$ cat src/rtl/low_freq_fir.sv
// FIR reader for the low-frequency sample queue: one MAC run per queue read-out burst.
// Issues coefficient addresses, accumulates stereo products and emits one saturated result pair.
module low_freq_fir #(
  parameter int unsigned NUM_TAPS = 1021,
  parameter int unsigned AW       = 10
) (
  input  logic                 clk,
  input  logic                 rst_n,
  input  logic                 sequencing,
  input  logic signed [15:0]   smpl_lft,
  input  logic signed [15:0]   smpl_rght,
  input  logic signed [15:0]   coeff,
  output logic        [AW-1:0] coeff_addr,
  output logic signed [15:0]   lft_out,
  output logic signed [15:0]   rght_out,
  output logic                 valid,
  output logic                 seq_err
);

  localparam int unsigned DW = 16;
  localparam int unsigned PW = 32;
  localparam logic [AW-1:0] LAST_ADDR = AW'(NUM_TAPS - 1);

  typedef enum logic [1:0] {IDLE, MAC, DRAIN, HOLD} state_e;

  state_e                 state_q;
  logic [AW-1:0]          addr_q;
  logic                   start_c, issue_c, last_c;
  logic                   tv_q, tv_last_q, pv_q, pv_last_q;
  logic signed [PW-1:0]   sl_x, sr_x, c_x;
  logic signed [PW-1:0]   prod_l_q, prod_r_q;
  logic signed [PW-1:0]   acc_l_q, acc_r_q, acc_l_d, acc_r_d;

  // Q1.15 saturation of a 32-bit accumulator down to 16 bits
  function automatic logic signed [DW-1:0] sat16(input logic signed [PW-1:0] a);
    logic signed [DW-1:0] r;
    case (a[31:30])
      2'b01:   r = 16'sh7FFF;
      2'b10:   r = 16'sh8000;
      default: r = a[30:15];
    endcase
    return r;
  endfunction

  assign start_c    = (state_q == IDLE) && sequencing;
  assign issue_c    = sequencing && ((state_q == IDLE) || (state_q == MAC));
  assign last_c     = issue_c && (addr_q == LAST_ADDR);
  assign coeff_addr = addr_q;

  assign sl_x = PW'(smpl_lft);
  assign sr_x = PW'(smpl_rght);
  assign c_x  = PW'(coeff);

  // A run start clears the accumulators; stale products from an aborted run are dropped
  always_comb begin
    acc_l_d = acc_l_q;
    acc_r_d = acc_r_q;
    if (start_c) begin
      acc_l_d = '0;
      acc_r_d = '0;
    end else if (pv_q) begin
      acc_l_d = acc_l_q + prod_l_q;
      acc_r_d = acc_r_q + prod_r_q;
    end
  end

  // Term-valid tags travel with each issued term through multiply and accumulate
  always_ff @(posedge clk or negedge rst_n) begin
    if (!rst_n) begin
      tv_q      <= 1'b0;
      tv_last_q <= 1'b0;
      pv_q      <= 1'b0;
      pv_last_q <= 1'b0;
      prod_l_q  <= '0;
      prod_r_q  <= '0;
      acc_l_q   <= '0;
      acc_r_q   <= '0;
    end else begin
      tv_q      <= issue_c;
      tv_last_q <= last_c;
      pv_q      <= tv_q;
      pv_last_q <= tv_last_q;
      if (tv_q) begin
        prod_l_q <= sl_x * c_x;
        prod_r_q <= sr_x * c_x;
      end
      acc_l_q   <= acc_l_d;
      acc_r_q   <= acc_r_d;
    end
  end

  // Run control: address issue, abort detection, result strobe
  always_ff @(posedge clk or negedge rst_n) begin
    if (!rst_n) begin
      state_q  <= IDLE;
      addr_q   <= '0;
      lft_out  <= '0;
      rght_out <= '0;
      valid    <= 1'b0;
      seq_err  <= 1'b0;
    end else begin
      valid   <= 1'b0;
      seq_err <= 1'b0;
      case (state_q)
        IDLE: begin
          if (sequencing) begin
            state_q <= last_c ? DRAIN : MAC;
            addr_q  <= last_c ? '0 : AW'(1);
          end
        end
        MAC: begin
          if (!sequencing) begin
            seq_err <= 1'b1;
            addr_q  <= '0;
            state_q <= IDLE;
          end else if (last_c) begin
            addr_q  <= '0;
            state_q <= DRAIN;
          end else begin
            addr_q  <= addr_q + AW'(1);
          end
        end
        DRAIN: begin
          if (pv_last_q) begin
            lft_out  <= sat16(acc_l_d);
            rght_out <= sat16(acc_r_d);
            valid    <= 1'b1;
            state_q  <= HOLD;
          end
        end
        HOLD: begin
          if (!sequencing) state_q <= IDLE;
        end
        default: state_q <= IDLE;
      endcase
    end
  end

endmodule
$ cat config.mk
export PLATFORM = sky130hd
export DESIGN_NAME = low_freq_fir
export DESIGN_NICKNAME = d
export VERILOG_FILES = /design/src/rtl/low_freq_fir.sv
export SDC_FILE = /design/constraint.sdc
export NUM_CORES = 2
export LEC_CHECK = 0
export CORE_UTILIZATION = 45
export DETAILED_ROUTE_END_ITERATION = 10
export SLEW_MARGIN = 20
export SYNTH_ARGS = -nofsm -noshare
export SYNTH_HDL_FRONTEND = slang
export SYNTH_SLANG_ARGS = --single-unit
export TNS_END_PERCENT = 20
$ cat constraint.sdc
create_clock -name clk -period 10.24 [get_ports clk]
set_input_delay 1.024 -clock clk [delete_from_list [all_inputs] [get_ports clk]]
set_output_delay 1.024 -clock clk [all_outputs]
set_load 0.02 [all_outputs]
==> impl_metrics.tcl <==
set metrics [dict create \
    async_flop_share 1.00 \
    dieArea_sq_mm 0.0668 \
    coreArea_sq_mm 0.0647 \
    synth-edff-count 0 \
    wl_met2_microns 38100 \
    io_buffers 94 \
    worstPathMaxFanout 21 \
    cts_resized 0 \
    fmax_ghz 0.125 \
    cp.required_ns 10.58 \
    grt_use_total 0.226 \
    initial_core_util 0.457 \
    drt-wirelength-per-cell_microns 17.5 \
    cpMaxStageDelayCell "clkdlybuf4s50_1" \
    path_cells "clkdlybuf4s50_1, nand2_1, inv_1, fa_1, fa_1, fa_1, fa_1, fa_1, inv_1, fa_1, inv_1, ha_1, a21o_1, a21o_1, a21oi_1, o21ai_0, nor3_1, a211o_1, o2111ai_1, a21oi_1, xnor2_1, mux2_2" \
    min_period_ns 8.00 \
    fin_nets 3993 \
    clockBufferDepth 2 \
    antenna_found_initial 0 \
    cp.arrival_ns 8.35 \
    dr_wl_met3_microns 1880 \
    fin_hold_ws_ns 0.374 \
    max-slew-margin-rel 0.224 \
    synth_top_area_frac 0.356 \
    cp.depth 22 \
    htreeDepth 4 \
    final-setup-viol-count 0 \
    vias 21426 \
    dp_hpwl_microns 57400 \
    worstMarginPinSlew_ns 1.16 \
    clk_latency_ns 0.45 \
    rsz0062_at_grt "no" \
    area_growth_pct 7.76 \
    synth-seq-cells 178 \
    rows 93 \
    syn_inst 3169 \
    maxCapViolCount 0 \
    syn-cell-area_sq_mm 0.0296 \
    cts_setup_buffers 0 \
    timing.setup.tns_ns 0 \
    drt_iter0_drc 1034 \
    viasPerCell 5.29 \
    synth_top_cell_by_area "fa_1" \
    pin_count 95 \
    die_x_microns 258 \
    synth_cell_type_count 75 \
    cts_hold_buf 0 \
    cts_root_buf "clkbuf_16" \
    status "finished clean" \
    topRoutingLayerUsed "met4" \
    final_layout_size_suffix_gt1_frac 0.0413 \
    drt-met1-wl_microns 28900 \
    hold_violations 0 \
    final_common_cell "inv_1" \
    maxSlewViolCount 0 \
    synth_warnings 0 \
    dr.pass1.iters 5 \
    final_cell_mix "inv_1 (618), fa_1 (526), nand2_1 (330), and2_1 (245), ha_1 (232)" \
    hold_path.class "reg2reg" \
    first_global_vias 23964 \
    crit_family "adder cells" \
    fp.dieH_microns 258 \
    worstSetupStartpointType "primary input" \
    drc 0 \
    ant_nets 0 \
    num_antenna_cells 0 \
    path_class "in2reg" \
    finClkSkew_ns 0.0109 \
    grt_pass1_wl_microns 121000 \
    clock-sinks 178 \
    gp_congestion 0.886 \
    ff2ff_setup_slack_ns 5.42 \
    synth_area_leaders "fa_1 (36%), dfrtp_1 (15%), ha_1 (9.8%)" \
    grt_max_degree 82 \
    slowest_delay_ns 1.24 \
    period_share 0.782 \
    grt-ovfl-total 0 \
    cp_common_cell "fa_1" \
    synth_ff_type "dfrtp_1" \
    cts_tree "done" \
    seq_area_frac_synth 0.150 \
    fillCellCount 6087 \
    synth.net_count 3978 \
    clk_pin_slew_ns 0.08 \
    cp_num_buf_inv 4 \
    routed_wl_microns 71100 \
    hold_path_depth 0 \
    reg2regPathDepth 15 \
    cts_buffers 17 \
    cp-end-kind "flop" \
    syn_area_per_cell_sq_um 9.34 \
]
flip-flops by register name, indices dropped and copies added (netlist names):
signal / flops
acc_l_q: 32
rght_out: 16
prod_r_q: 32
pv_last_q: 1
tv_last_q: 1
acc_r_q: 32
tv_q: 1
coeff_addr: 10
seq_err: 1
prod_l_q: 32
state_q: 2
pv_q: 1
valid: 1
lft_out: 16
layout make-up:
class / count / area, sq um / share of cell area
clock buffers: 21 / 470 / 0.0147
well taps: 855 / 1070 / 0.0335
clock inverters: 11 / 93.8 / 0.00294
inverters: 619 / 2320 / 0.0728
multi-input cells: 2251 / 22400 / 0.701
repair buffers: 117 / 1110 / 0.0348
flip-flops and latches: 178 / 4460 / 0.140
Yosys cell counts (all sizes together), types with 3 or more instances:
| cell | count |
|---|---|
| a2111oi | 3 |
| a211o | 8 |
| a211oi | 17 |
| a21boi | 5 |
| a21o | 60 |
| a21oi | 118 |
| a221o | 10 |
| a31o | 3 |
| a31oi | 20 |
| and2 | 245 |
| and3 | 13 |
| and4 | 3 |
| buf | 11 |
| clkbuf | 110 |
| dfrtp | 178 |
| fa | 526 |
| ha | 232 |
| inv | 619 |
| mux2 | 53 |
| mux2i | 34 |
| nand2 | 330 |
| nand2b | 24 |
| nand3 | 41 |
| nand4 | 7 |
| nor2 | 142 |
| nor2b | 13 |
| nor3 | 17 |
| nor3b | 5 |
| nor4 | 7 |
| nor4b | 3 |
| o2111ai | 3 |
| o211ai | 13 |
| o21a | 17 |
| o21ai | 86 |
| o21bai | 17 |
| o22ai | 7 |
| o31ai | 6 |
| o32ai | 3 |
| o41ai | 4 |
| or2 | 5 |
| or3 | 11 |
| or4 | 5 |
| xnor2 | 81 |
| xor2 | 31 |
per-stage QoR:
step	cell area, sq um	utilization	setup slack, ns	instances
floorplan	29600	-	3.27	3169
global placement	31300	0.484	1.98	4020
detailed placement	31300	0.484	1.89	4020
CTS	31900	0.493	2.37	4052
global route	31900	0.493	1.91	4052
finish	31900	0.493	2.24	4052
worst paths after layout:
path                                     startpoint                  endpoint
hold / removal                  tv_last_q$_DFF_PN0_       pv_last_q$_DFF_PN0_
min in group asynchronous                     rst_n   rght_out[1]$_DFFE_PN0P_
setup reg to reg           prod_r_q[10]$_DFFE_PN0P_   rght_out[4]$_DFFE_PN0P_
max in group asynchronous                     rst_n            pv_q$_DFF_PN0_
setup / recovery                           coeff[2]  prod_l_q[31]$_DFFE_PN0P_
hold reg to reg                 tv_last_q$_DFF_PN0_       pv_last_q$_DFF_PN0_
logic make-up after synthesis:
kind of cell	after synthesis	synth area share
buffers and inverters	740	0.0939
flip-flops	178	0.150
AND/OR/NAND/NOR	877	0.145
AO/OA/AOI/OAI	417	0.0924
XOR/XNOR	112	0.0331
adder cells (fa/ha/maj)	758	0.454
multiplexers	87	0.0317
metal layers:
layer,global-route usage,vias to the layer above
met2,0.425,406
met3,0.0211,117
met1,0.271,10993
met4,0.0723,0
met5,0,-
li1,-,9910
Power is not shown: default switching activity piles up to over one toggle a cycle in this logic, so the estimate is an artifact.
